### config.mk
export PLATFORM = sky130hd
export DESIGN_NAME = seqdet_rr_scheduler
export DESIGN_NICKNAME = d
export VERILOG_FILES = /design/src/rtl/seqdet_rr_scheduler.sv
export SDC_FILE = /design/constraint.sdc
export NUM_CORES = 1
export LEC_CHECK = 0
export CAP_MARGIN = 20
export CORE_MARGIN = 2
export CORE_UTILIZATION = 53
export CTS_BUF_LIST = sky130_fd_sc_hd__clkbuf_4
export DETAILED_ROUTE_END_ITERATION = 10
export PLACE_DENSITY = 0.8
export REMOVE_ABC_BUFFERS = 1
export SYNTH_ARGS = -nofsm -noshare
export SYNTH_HDL_FRONTEND = slang
export SYNTH_SLANG_ARGS = --single-unit
### constraint.sdc
create_clock -name clk -period 3.3 [get_ports clk]
set_input_delay 0.495 -clock clk [delete_from_list [all_inputs] [get_ports clk]]
set_output_delay 0.495 -clock clk [all_outputs]
set_load 0.1 [all_outputs]
### src/rtl/seqdet_rr_scheduler.sv
// Round-robin scheduler sharing one "110011" overlapping sequence detector across
// NCH serial channels; per-channel detector state is saved and restored each grant.
module seqdet_rr_scheduler #(
    parameter int unsigned NCH  = 4,
    parameter int unsigned CW   = 2,
    parameter int unsigned CNTW = 8
) (
    input  logic            clk,
    input  logic            reset,
    input  logic [NCH-1:0]  req_valid,
    input  logic [NCH-1:0]  req_bit,
    output logic [NCH-1:0]  req_ready,
    input  logic [NCH-1:0]  chan_clr,
    output logic            det_valid,
    output logic [CW-1:0]   det_ch,
    output logic            det_hit,
    output logic [CNTW-1:0] hit_cnt
);

    localparam logic [2:0] S0     = 3'd0;
    localparam logic [2:0] S1     = 3'd1;
    localparam logic [2:0] S11    = 3'd2;
    localparam logic [2:0] S110   = 3'd3;
    localparam logic [2:0] S1100  = 3'd4;
    localparam logic [2:0] S11001 = 3'd5;

    logic [CW-1:0]   ptr_q, ptr_d;
    logic [2:0]      ctx_q [NCH];
    logic [2:0]      ctx_d [NCH];
    logic            det_valid_q, det_valid_d;
    logic [CW-1:0]   det_ch_q, det_ch_d;
    logic            det_hit_q, det_hit_d;
    logic [CNTW-1:0] hit_cnt_q, hit_cnt_d;

    logic            gnt_any;
    logic [CW-1:0]   gnt_idx;
    logic [CW-1:0]   cand;
    logic [2:0]      cur_st;
    logic [2:0]      nxt_st;
    logic            gnt_bit;
    logic            hit_raw;

    // Rotating priority search starting at ptr; suppressed while in reset.
    always_comb begin
        gnt_any = 1'b0;
        gnt_idx = '0;
        cand    = '0;
        if (reset) begin
            for (int unsigned k = 0; k < NCH; k++) begin
                cand = CW'((32'(ptr_q) + k) % NCH);
                if (!gnt_any && req_valid[cand]) begin
                    gnt_any = 1'b1;
                    gnt_idx = cand;
                end
            end
        end
    end

    always_comb begin
        req_ready = '0;
        if (gnt_any) begin
            req_ready[gnt_idx] = 1'b1;
        end
    end

    // Shared detector datapath operating on the granted channel's context.
    always_comb begin
        cur_st  = ctx_q[gnt_idx];
        gnt_bit = req_bit[gnt_idx];
        nxt_st  = S0;
        case (cur_st)
            S0:      nxt_st = gnt_bit ? S1     : S0;
            S1:      nxt_st = gnt_bit ? S11    : S0;
            S11:     nxt_st = gnt_bit ? S11    : S110;
            S110:    nxt_st = gnt_bit ? S1     : S1100;
            S1100:   nxt_st = gnt_bit ? S11001 : S0;
            S11001:  nxt_st = gnt_bit ? S11    : S0;
            default: nxt_st = gnt_bit ? S1     : S0;
        endcase
        hit_raw = (cur_st == S11001) && gnt_bit;
    end

    always_comb begin
        ptr_d       = ptr_q;
        det_valid_d = gnt_any;
        det_ch_d    = gnt_idx;
        det_hit_d   = 1'b0;
        hit_cnt_d   = hit_cnt_q;
        for (int unsigned i = 0; i < NCH; i++) begin
            ctx_d[i] = ctx_q[i];
        end

        if (gnt_any) begin
            ptr_d          = CW'((32'(gnt_idx) + 32'd1) % NCH);
            ctx_d[gnt_idx] = nxt_st;
            det_hit_d      = hit_raw && !chan_clr[gnt_idx];
        end

        // A clear wins over the update, discarding a coincident granted bit.
        for (int unsigned i = 0; i < NCH; i++) begin
            if (chan_clr[i]) begin
                ctx_d[i] = S0;
            end
        end

        if (det_hit_d && (hit_cnt_q != {CNTW{1'b1}})) begin
            hit_cnt_d = hit_cnt_q + CNTW'(1);
        end
    end

    always_ff @(posedge clk) begin
        if (!reset) begin
            ptr_q       <= '0;
            det_valid_q <= 1'b0;
            det_ch_q    <= '0;
            det_hit_q   <= 1'b0;
            hit_cnt_q   <= '0;
            for (int unsigned i = 0; i < NCH; i++) begin
                ctx_q[i] <= S0;
            end
        end else begin
            ptr_q       <= ptr_d;
            det_valid_q <= det_valid_d;
            det_ch_q    <= det_ch_d;
            det_hit_q   <= det_hit_d;
            hit_cnt_q   <= hit_cnt_d;
            for (int unsigned i = 0; i < NCH; i++) begin
                ctx_q[i] <= ctx_d[i];
            end
        end
    end

    assign det_valid = det_valid_q;
    assign det_ch    = det_ch_q;
    assign det_hit   = det_hit_q;
    assign hit_cnt   = hit_cnt_q;

endmodule

==> out/qor.yml <==
setup_tns_ns: 0
grt_pass1_wl_mm: 5.95
rows: 19
hpwlAfterDp_mm: 2.86
start_kind: "input pin"
h-tree-depth: 1
fp.coreArea_um2: 2730
tightest_slew_ns: 0.970
postSynth.asyncResetShare_pct: 0
ys_top_cells_by_area: "dfxtp_1 35%, mux2i_1 6.6%, mux4_2 6.0%, ha_1 4.2%, a211oi_1 4.0%"
cp_slowest_cell: "o41a_2"
drt-pass1-iter-count: 4
cp.required_ns: 2.80
p_leak_nw: 0.868
fin_crit_ns: 3.21
drtAntennaViolNets: 0
cp_max_fo: 9
grt-ovfl-total: 0
finClkSkew_ns: 0.0131
setup_viol: 0
synth_cell_type_count: 41
area_growth_pct: 36.1
end_kind: "primary output"
final_net_count: 226
via_per_inst: 5.82
grt_max_degree: 16
mostFrequentLayoutCells: "26 x dfxtp_1, 25 x clkdlybuf4s50_1, 20 x buf_4"
clock-root-buffer: "clkbuf_4"
grt_pass1_vias: 1346
drive_above_1_share_pct: 23.3
synth_top_cell_area_share_pct: 34.6
synthCells: 161
max_clock_freq_ghz: 0.312
min_period_over_period_pct: 97.2
timing.critical_path.buf_inv: 4
ys.flop_type: "dfxtp_1"
start_util_pct: 55.1
wl_mm: 3.69
grtUsageTotal_pct: 23.0
drt-wirelength-per-cell_um: 15.5
synth_top_cell_by_area: "dfxtp_1"
max_stage_delay_ns: 0.55
worstPathArrival_ns: 2.71
portBuffers: 29
hold_viol_final: 0
rsz0062_at_grt: "no"
critical_path_class: "input pin to primary output"
antenna_cells: 0
ys_ff_latch: 26
syn_avg_cell_area_um2: 9.36
hp-class: "register to register"
dr_total_vias: 1379
drtIter0Drc: 40
synth-edff-count: 0
slew_violations: 0
power_density_nw_per_um2: 383
antenna_found_initial: 0
final_common_cell: "dfxtp_1"
numCtsBuffers: 3
ys_seq_area_share_pct: 34.6
ir_drop_mv: 0.307
yosys_warnings: 0
slew_headroom_pct: 35.1
cts_tree: "built"
clk_path_buf_depth: 2
die_h_um: 57.3
holdWs_ns: 0.506
max-cap-violations: 0
cp_top_family: "buffers and inverters"
clock_latency_ns: 0.33
place_congestion: 0.831
cts_sinks: 26
outcome: "finished clean"
cp_cell_sequence: "clkdlybuf4s50_1 -> o41a_2 -> and2_4 -> nand3_4 -> buf_4 -> inv_1 -> ha_1 -> and2_1 -> buf_12"
syn-cell-area_um2: 1510
drc: 0
die_w_um: 57.3
num_io_pins: 30
clk_pin_slew_ns: 0.15
die-area_um2: 3290
-- synth_stat cells, drive strengths merged (3+ instances only) --
cell type	count
o211a	3
inv	9
a31oi	3
a211oi	12
nand3	4
and2	6
o21ai	4
nand4	5
clkbuf	5
mux2i	10
and3	6
dfxtp	26
nor2	15
nand2b	8
mux4	4
nand2	9
ha	5
nor2b	7
buf	3
-- cells by family after synthesis --
logic type | share of synthesized area (%)
AO/OA/AOI/OAI | 17.1
AND/OR/NAND/NOR | 27.1
adder cells (fa/ha/maj) | 4.15
buffers and inverters | 4.48
multiplexers | 12.6
flip-flops | 34.6
-- worst register-to-register path: cells and delay by family, from the launching register on --
kind / cells / cell delay, ns
AOI/OAI and AO/OA: 2 / 0.42
DFF: 1 / 0.46
and+or+nand+nor: 4 / 1.29
muxes: 1 / 0.58
-- worst paths after layout --
kind / startpoint / to / slack (ns) / cells after the start
setup reg to reg: ptr_q[0] / ctx_q[0][0] / 0.46 / 7
hold / removal: ctx_q[3][2] / ctx_q[3][2] / 0.51 / 2
hold reg to reg: ctx_q[3][2] / ctx_q[3][2] / 0.51 / 2
setup / recovery: req_valid[0] / req_ready[1] / 0.09 / 9
-- metrics by stage --
stage | utilization (%) | power [mW] | area (µm²) | setup slack [ns] | std cells
4_1_cts | 74.5 | 0.784 | 2040 | 0.0536 | 236
3_5_place_dp | 72.6 | 0.565 | 1980 | -0.148 | 232
2_1_floorplan | - | 0.477 | 1470 | 0.465 | 153
3_3_place_gp | 72.6 | 0.556 | 1980 | -0.0269 | 232
6_report | 75.0 | 0.786 | 2050 | 0.0938 | 237
5_1_grt | 75.0 | 0.816 | 2050 | 0.0180 | 237
-- where the power goes --
group	leakage, nW	switching, mW	internal (mW)
Combinational	0.628	0.135	0.0947
Clock	0.0279	0.0999	0.123
Sequential	0.211	0.00805	0.325
Total	0.868	0.243	0.543
-- sequential cells by signal (all words and copies together), names as in the netlist --
signal / flops
det_hit: 1
det_valid: 1
ctx_q: 12
det_ch: 2
hit_cnt: 8
ptr_q: 2
-- area by class of cell --
class / instances / area, µm²
Clock inverter: 1 / 30.0
Tap cell: 31 / 38.8
Inverter: 9 / 33.8
Clock buffer: 3 / 22.5
Sequential cell: 26 / 520
Timing Repair Buffer: 49 / 480
Multi-Input combinational cell: 118 / 925
Fill cell: 201 / 683
-- timing repair --
action | 4_1_cts | 5_1_grt
setup endpoints to repair | 0 | 2
hold buffers | 0 | 0
setup buffers | 0 | 1
gates resized for setup | 0 | 1
endpoints found under the hold margin | 0 | 0
-- per-layer routing --
metal | up-vias | track usage [%] | routed length (µm)
li1 | 677 | - | -
met1 | 649 | 27.0 | 1550
met2 | 39 | 41.5 | 1860
met3 | 14 | 3.63 | 151
met4 | 0 | 9.63 | 123
met5 | - | 0 | 0
No activity file was read; power rests on OpenSTA's default activity.
